===== config.mk =====
export PLATFORM = sky130hd
export DESIGN_NAME = axi4lite_req_arbiter
export DESIGN_NICKNAME = d
export VERILOG_FILES = /design/src/rtl/axi4lite_req_arbiter.sv
export SDC_FILE = /design/constraint.sdc
export NUM_CORES = 1
export LEC_CHECK = 0
export CORE_MARGIN = 2
export CORE_UTILIZATION = 43
export DETAILED_ROUTE_END_ITERATION = 8
export GPL_TIMING_DRIVEN = 0
export PLACE_DENSITY = 0.86
export SYNTH_ARGS = -nofsm -noshare
export SYNTH_HDL_FRONTEND = slang
export SYNTH_SLANG_ARGS = --single-unit

===== constraint.sdc =====
create_clock -name aclk -period 4.38 [get_ports aclk]
set_clock_uncertainty 0.15 [all_clocks]
set_input_delay 0.876 -clock aclk [delete_from_list [all_inputs] [get_ports aclk]]
set_output_delay 0.876 -clock aclk [all_outputs]
set_load 0.005 [all_outputs]

===== src/rtl/axi4lite_req_arbiter.sv =====
// Shares one AXI4-lite master between N pulse-request/pulse-ack requesters, with separate round-robin arbiters for the write and read paths.
// Latency: a request pulse in cycle t raises valid at t+2; bvalid/rvalid in cycle b gives the ack at b+1; the next grant's valid comes at b+2.
// Backpressure: one outstanding transaction per path; pulses from requesters already pending or in flight are ignored.
module axi4lite_req_arbiter #(
  parameter int N  = 2,
  parameter int AW = 8
) (
  input  logic            aclk,
  input  logic            areset,
  input  logic [N-1:0]    req_wr,
  input  logic [N*AW-1:0] req_wr_adr,
  input  logic [N*32-1:0] req_wr_dat,
  input  logic [N*4-1:0]  req_wr_sel,
  output logic [N-1:0]    req_wr_ack,
  input  logic [N-1:0]    req_rd,
  input  logic [N*AW-1:0] req_rd_adr,
  output logic [N-1:0]    req_rd_ack,
  output logic [31:0]     req_rd_dat,
  output logic            m_awvalid,
  input  logic            m_awready,
  output logic [AW-1:0]   m_awaddr,
  output logic [2:0]      m_awprot,
  output logic            m_wvalid,
  input  logic            m_wready,
  output logic [31:0]     m_wdata,
  output logic [3:0]      m_wstrb,
  input  logic            m_bvalid,
  output logic            m_bready,
  input  logic [1:0]      m_bresp,
  output logic            m_arvalid,
  input  logic            m_arready,
  output logic [AW-1:0]   m_araddr,
  output logic [2:0]      m_arprot,
  input  logic            m_rvalid,
  output logic            m_rready,
  input  logic [31:0]     m_rdata,
  input  logic [1:0]      m_rresp
);

  localparam int PW = (N > 1) ? $clog2(N) : 1;
  localparam logic [PW-1:0] PTR_RST = PW'(N - 1);

  typedef enum logic [1:0] {W_IDLE, W_ADDR_DATA, W_RESP} wr_state_e;
  typedef enum logic [1:0] {R_IDLE, R_ADDR, R_DATA} rd_state_e;

  // Error responses still complete the transfer, so the response codes are not inspected.
  logic unused_resp;
  assign unused_resp = ^{m_bresp, m_rresp};

  // First pending requester after ptr, wrapping around; the ptr itself is checked last.
  function automatic logic [PW-1:0] rr_pick(input logic [N-1:0] pend, input logic [PW-1:0] ptr);
    logic [PW-1:0] pick;
    logic [PW-1:0] idx;
    logic          found;
    pick  = ptr;
    found = 1'b0;
    for (int k = 1; k <= N; k++) begin
      idx = PW'((int'(ptr) + k) % N);
      if (!found && pend[idx]) begin
        pick  = idx;
        found = 1'b1;
      end
    end
    return pick;
  endfunction

  // ---------------- write path state ----------------
  wr_state_e       wr_state_q, wr_state_d;
  logic [PW-1:0]   wr_ptr_q, wr_ptr_d, wr_gnt_q, wr_gnt_d, wr_pick;
  logic [N-1:0]    pend_wr_q, pend_wr_d, wr_clr, wr_inflight, wr_ack_q, wr_ack_d;
  logic            awvalid_q, awvalid_d, wvalid_q, wvalid_d, bready_q, bready_d;
  logic [AW-1:0]   awaddr_q, awaddr_d;
  logic [31:0]     wdata_q, wdata_d;
  logic [3:0]      wstrb_q, wstrb_d;

  // ---------------- read path state ----------------
  rd_state_e       rd_state_q, rd_state_d;
  logic [PW-1:0]   rd_ptr_q, rd_ptr_d, rd_gnt_q, rd_gnt_d, rd_pick;
  logic [N-1:0]    pend_rd_q, pend_rd_d, rd_clr, rd_inflight, rd_ack_q, rd_ack_d;
  logic            arvalid_q, arvalid_d, rready_q, rready_d;
  logic [AW-1:0]   araddr_q, araddr_d;
  logic [31:0]     rd_dat_q, rd_dat_d;

  assign wr_pick = rr_pick(pend_wr_q, wr_ptr_q);
  assign rd_pick = rr_pick(pend_rd_q, rd_ptr_q);

  // Write FSM next state: grant, hold AW/W valids independently, wait for B.
  always_comb begin
    wr_state_d = wr_state_q;
    wr_ptr_d   = wr_ptr_q;
    wr_gnt_d   = wr_gnt_q;
    awvalid_d  = awvalid_q;
    wvalid_d   = wvalid_q;
    bready_d   = bready_q;
    awaddr_d   = awaddr_q;
    wdata_d    = wdata_q;
    wstrb_d    = wstrb_q;
    wr_ack_d   = '0;
    wr_clr     = '0;
    case (wr_state_q)
      W_IDLE: begin
        if (|pend_wr_q) begin
          wr_state_d      = W_ADDR_DATA;
          wr_gnt_d        = wr_pick;
          wr_ptr_d        = wr_pick;
          awaddr_d        = req_wr_adr[int'(wr_pick)*AW +: AW];
          wdata_d         = req_wr_dat[int'(wr_pick)*32 +: 32];
          wstrb_d         = req_wr_sel[int'(wr_pick)*4 +: 4];
          awvalid_d       = 1'b1;
          wvalid_d        = 1'b1;
          wr_clr[wr_pick] = 1'b1;
        end
      end
      W_ADDR_DATA: begin
        awvalid_d = awvalid_q & ~m_awready;
        wvalid_d  = wvalid_q & ~m_wready;
        if (!awvalid_d && !wvalid_d) begin
          wr_state_d = W_RESP;
          bready_d   = 1'b1;
        end
      end
      W_RESP: begin
        if (m_bvalid) begin
          wr_state_d         = W_IDLE;
          bready_d           = 1'b0;
          wr_ack_d[wr_gnt_q] = 1'b1;
        end
      end
      default: wr_state_d = W_IDLE;
    endcase
  end

  // Read FSM next state: grant, hold AR until accepted, capture R data.
  always_comb begin
    rd_state_d = rd_state_q;
    rd_ptr_d   = rd_ptr_q;
    rd_gnt_d   = rd_gnt_q;
    arvalid_d  = arvalid_q;
    rready_d   = rready_q;
    araddr_d   = araddr_q;
    rd_dat_d   = rd_dat_q;
    rd_ack_d   = '0;
    rd_clr     = '0;
    case (rd_state_q)
      R_IDLE: begin
        if (|pend_rd_q) begin
          rd_state_d      = R_ADDR;
          rd_gnt_d        = rd_pick;
          rd_ptr_d        = rd_pick;
          araddr_d        = req_rd_adr[int'(rd_pick)*AW +: AW];
          arvalid_d       = 1'b1;
          rd_clr[rd_pick] = 1'b1;
        end
      end
      R_ADDR: begin
        if (m_arready) begin
          rd_state_d = R_DATA;
          arvalid_d  = 1'b0;
          rready_d   = 1'b1;
        end
      end
      R_DATA: begin
        if (m_rvalid) begin
          rd_state_d         = R_IDLE;
          rready_d           = 1'b0;
          rd_dat_d           = m_rdata;
          rd_ack_d[rd_gnt_q] = 1'b1;
        end
      end
      default: rd_state_d = R_IDLE;
    endcase
  end

  // Pending flags: new pulses latch unless already pending or in flight; a grant clears its flag.
  always_comb begin
    wr_inflight = '0;
    rd_inflight = '0;
    if (wr_state_q != W_IDLE) wr_inflight[wr_gnt_q] = 1'b1;
    if (rd_state_q != R_IDLE) rd_inflight[rd_gnt_q] = 1'b1;
    pend_wr_d = (pend_wr_q & ~wr_clr) | (req_wr & ~pend_wr_q & ~wr_inflight);
    pend_rd_d = (pend_rd_q & ~rd_clr) | (req_rd & ~pend_rd_q & ~rd_inflight);
  end

  // State registers for both paths; reset abandons any transaction without acking.
  always_ff @(posedge aclk) begin
    if (areset) begin
      wr_state_q <= W_IDLE;
      wr_ptr_q   <= PTR_RST;
      wr_gnt_q   <= '0;
      pend_wr_q  <= '0;
      wr_ack_q   <= '0;
      awvalid_q  <= 1'b0;
      wvalid_q   <= 1'b0;
      bready_q   <= 1'b0;
      awaddr_q   <= '0;
      wdata_q    <= '0;
      wstrb_q    <= '0;
      rd_state_q <= R_IDLE;
      rd_ptr_q   <= PTR_RST;
      rd_gnt_q   <= '0;
      pend_rd_q  <= '0;
      rd_ack_q   <= '0;
      arvalid_q  <= 1'b0;
      rready_q   <= 1'b0;
      araddr_q   <= '0;
      rd_dat_q   <= '0;
    end else begin
      wr_state_q <= wr_state_d;
      wr_ptr_q   <= wr_ptr_d;
      wr_gnt_q   <= wr_gnt_d;
      pend_wr_q  <= pend_wr_d;
      wr_ack_q   <= wr_ack_d;
      awvalid_q  <= awvalid_d;
      wvalid_q   <= wvalid_d;
      bready_q   <= bready_d;
      awaddr_q   <= awaddr_d;
      wdata_q    <= wdata_d;
      wstrb_q    <= wstrb_d;
      rd_state_q <= rd_state_d;
      rd_ptr_q   <= rd_ptr_d;
      rd_gnt_q   <= rd_gnt_d;
      pend_rd_q  <= pend_rd_d;
      rd_ack_q   <= rd_ack_d;
      arvalid_q  <= arvalid_d;
      rready_q   <= rready_d;
      araddr_q   <= araddr_d;
      rd_dat_q   <= rd_dat_d;
    end
  end

  // Outputs come straight from registers; protection bits are always unprivileged/secure/data.
  always_comb begin
    m_awvalid  = awvalid_q;
    m_awaddr   = awaddr_q;
    m_awprot   = 3'b000;
    m_wvalid   = wvalid_q;
    m_wdata    = wdata_q;
    m_wstrb    = wstrb_q;
    m_bready   = bready_q;
    m_arvalid  = arvalid_q;
    m_araddr   = araddr_q;
    m_arprot   = 3'b000;
    m_rready   = rready_q;
    req_wr_ack = wr_ack_q;
    req_rd_ack = rd_ack_q;
    req_rd_dat = rd_dat_q;
  end

endmodule


==> reports/results.tsv <==
metric	value	unit
drt-pass1-iter-count	4	
antenna_left	0	
area_delta_synth_final	57.7	%
drc_errors	0	
reg2regPathDepth	4	
dpl-instance-area	7360	um2
ir_worst_vdd	304	uV
drive_gt1_share	11.5	%
p_int	0.00241	W
post_cts_resized	0	
start_kind	flip-flop	
crit_end	m_wvalid	
rrSetupSlack	2500	ps
crit_path_end_kind	output port	
hpwlAfterDp	12.3	mm
period_minus_slack	2320	ps
fill_cells	857	
wl_per_cell	16.9	um
path_depth	1	
yosys-top-cells-count	dfxtp_1 (105), a21oi_1 (96), nand2_1 (72)	
power_switching	0.00144	W
cpLargestDelayFamily	buffers and inverters	
die_area	12000	um2
cp_cell_sequence	clkdlybuf4s50_1	
grt.total_usage	25.3	%
start_util	44.1	%
clk_latency	350	ps
n_antenna_cell	0	
gp_congestion	0.826	
vias	5299	
fin_crit_sh	52.9	%
critPathArrivalTime	1290	ps
die_y	110	um
slew_headroom	50.6	%
syn_area	4790	um2
timing_worst_setup_path_type	reg -> out	
p_sw_share	37.5	%
cts_inserted_buffers	9	
finalNetCount	959	
hold_buffers	0	
power_frac_comb	49.8	%
critPathMaxStageDelay	580	ps
clock-sinks	105	
pwr-share-clk	15.2	%
tightestPinTransition	741	ps
io_buffer_count	238	
post_cts.repair.setup_buffers	0	
hold_viol	0	
vias_per_cell	5.57	
worstReg2RegStart	wr_ptr_q$_SDFFE_PP1P_	
reg2reg_to	m_wdata[30]$_SDFFE_PP0P_	
synth_flop_cell	dfxtp_1	
drt_wl_total	16.1	mm
fin_setup_tns	0	ps
hold_slack	308	ps
antenna_found_initial	0	
slowest_stage	clkdlybuf4s50_1	
hp-class	reg -> reg	
maxCapViolations	0	
fmax	0.432	GHz
rows	38	
synth_top_cell_area_share	43.9	%
power_density	511	nW/um2
finalSetupViolations	0	
design_area	7550	um2
grt_pass1_wl	23.8	mm
synth-edff-count	0	
cp_data_required_time	3350	ps
htreeDepth	3	
grt_max_degree	17	
postSynthCellCount	554	
num_io_pins	250	
rsz0062_at_grt	false	
synth_most_common_cell	dfxtp_1	
ys_seq_elements	105	
outcome	finished, final reports clean	
yosys.area.top_type	dfxtp_1	
finalMaxSlewViolations	0	
die_width	110	um
cts-root-buf	clkbuf_8	
finalPower	0.00385	W
ys_async_sr_fraction	0	%
path_buf_inv	1	
ys_seq_area_share	43.9	%
synth-warning-count	0	
sequentialPowerShare	35.0	%
cts.path.max_buffers	2	
power.leakage	2.63	nW
yosysUniqueCellTypes	41	
core_area	10800	um2
path_clk_slew	90	ps
avgSynthCellArea	8.64	um2
synthTopCellsByArea	dfxtp_1 (44%), a311oi_2 (12%), a21oi_1 (10%), o21ai_0 (6.0%), nand2_1 (5.6%)	
cts_tree	done	
grt_pass1_vias	5059	
crit_fanout	3	
grt_remaining_overflow	0	
drt_iter0_drc	335	
crit_start	m_wvalid$_SDFFE_PP0P_	
-- worst min path at each step --
stage	from	to	slack [ps]	cells past startpoint
2_1_floorplan	pend_rd_q[0]$_SDFF_PP0_	pend_rd_q[0]$_SDFF_PP0_	300	2
4_1_cts	req_rd_dat[31]$_SDFFE_PP0P_	req_rd_dat[31]$_SDFFE_PP0P_	310	2
3_3_place_gp	req_rd_dat[9]$_SDFFE_PP0P_	req_rd_dat[9]$_SDFFE_PP0P_	290	2
3_5_place_dp	req_rd_dat[22]$_SDFFE_PP0P_	req_rd_dat[22]$_SDFFE_PP0P_	300	2
5_1_grt	req_rd_dat[22]$_SDFFE_PP0P_	req_rd_dat[22]$_SDFFE_PP0P_	320	2
6_report	req_rd_dat[31]$_SDFFE_PP0P_	req_rd_dat[31]$_SDFFE_PP0P_	310	2
-- stage by stage --
stage / cells / worst slack (ps) / util, %
2_1_floorplan: 559 / 2420 / -
3_3_place_gp: 937 / 1850 / 67.9
3_5_place_dp: 937 / 1800 / 67.9
4_1_cts: 952 / 2050 / 69.6
5_1_grt: 952 / 2020 / 69.6
6_report: 952 / 2060 / 69.6
-- per-layer routing --
metal | up-vias | wire [um] | track usage [%]
met5 | - | 0 | 0
met4 | 0 | 518 | 11.8
met3 | 39 | 1400 | 5.69
met2 | 255 | 7820 | 45.5
met1 | 2482 | 6310 | 28.2
li1 | 2523 | - | -
-- sequential cells by signal (all words and copies together) (netlist names), 2 cells and up --
name	count
m_wstrb	4
pend_wr_q	2
m_araddr	8
req_wr_ack	2
m_wdata	32
wr_state_q	2
pend_rd_q	2
req_rd_ack	2
req_rd_dat	32
rd_state_q	2
m_awaddr	8
-- layout make-up --
class                           count  area, um2  share of cell area [%]
Timing Repair Buffer              238       2380                    31.6
Multi-Input combinational cell    382       2330                    30.9
Sequential cell                   105       2100                    27.9
Buffer                             66        345                    4.58
Tap cell                          140        175                    2.32
Clock buffer                       10        128                    1.69
Clock inverter                      5       56.3                   0.746
Inverter                            6       22.5                   0.298
-- logic make-up after synthesis --
family / share of synthesized area (%)
buf+inv: 7.69
other cells: 0.0784
simple gates: 15.8
compound gates: 32.5
flops: 43.9
-- placed cells by master (no fill, tap or decap), drive strengths merged, types with 2 or more instances in the layout --
cell           instances
clkbuf                42
buf                   34
clkinv                 2
or2                    3
a21oi                 96
clkdlybuf4s50        238
a311oi                52
o21ai                 58
nand2                 72
nor2                   7
nor2b                  4
nand3b                 4
nand3                 52
dfxtp                105
and2                   3
a211oi                 2
conb                   6
nand2b                 5
inv                    7
and4                   2
nor3                   2
-- power groups by stage --
stage / combinational (W) / clock, W / sequential, W
after floorplan: 0.00108 / 0 / 0.00136
after global placement: 0.00186 / 0 / 0.00136
after detailed placement: 0.00192 / 0 / 0.00136
after CTS: 0.00192 / 0.000594 / 0.00134
after global routing: 0.00207 / 0.000628 / 0.00137
final: 0.00192 / 0.000587 / 0.00135
(Power assumes the default switching activity.)
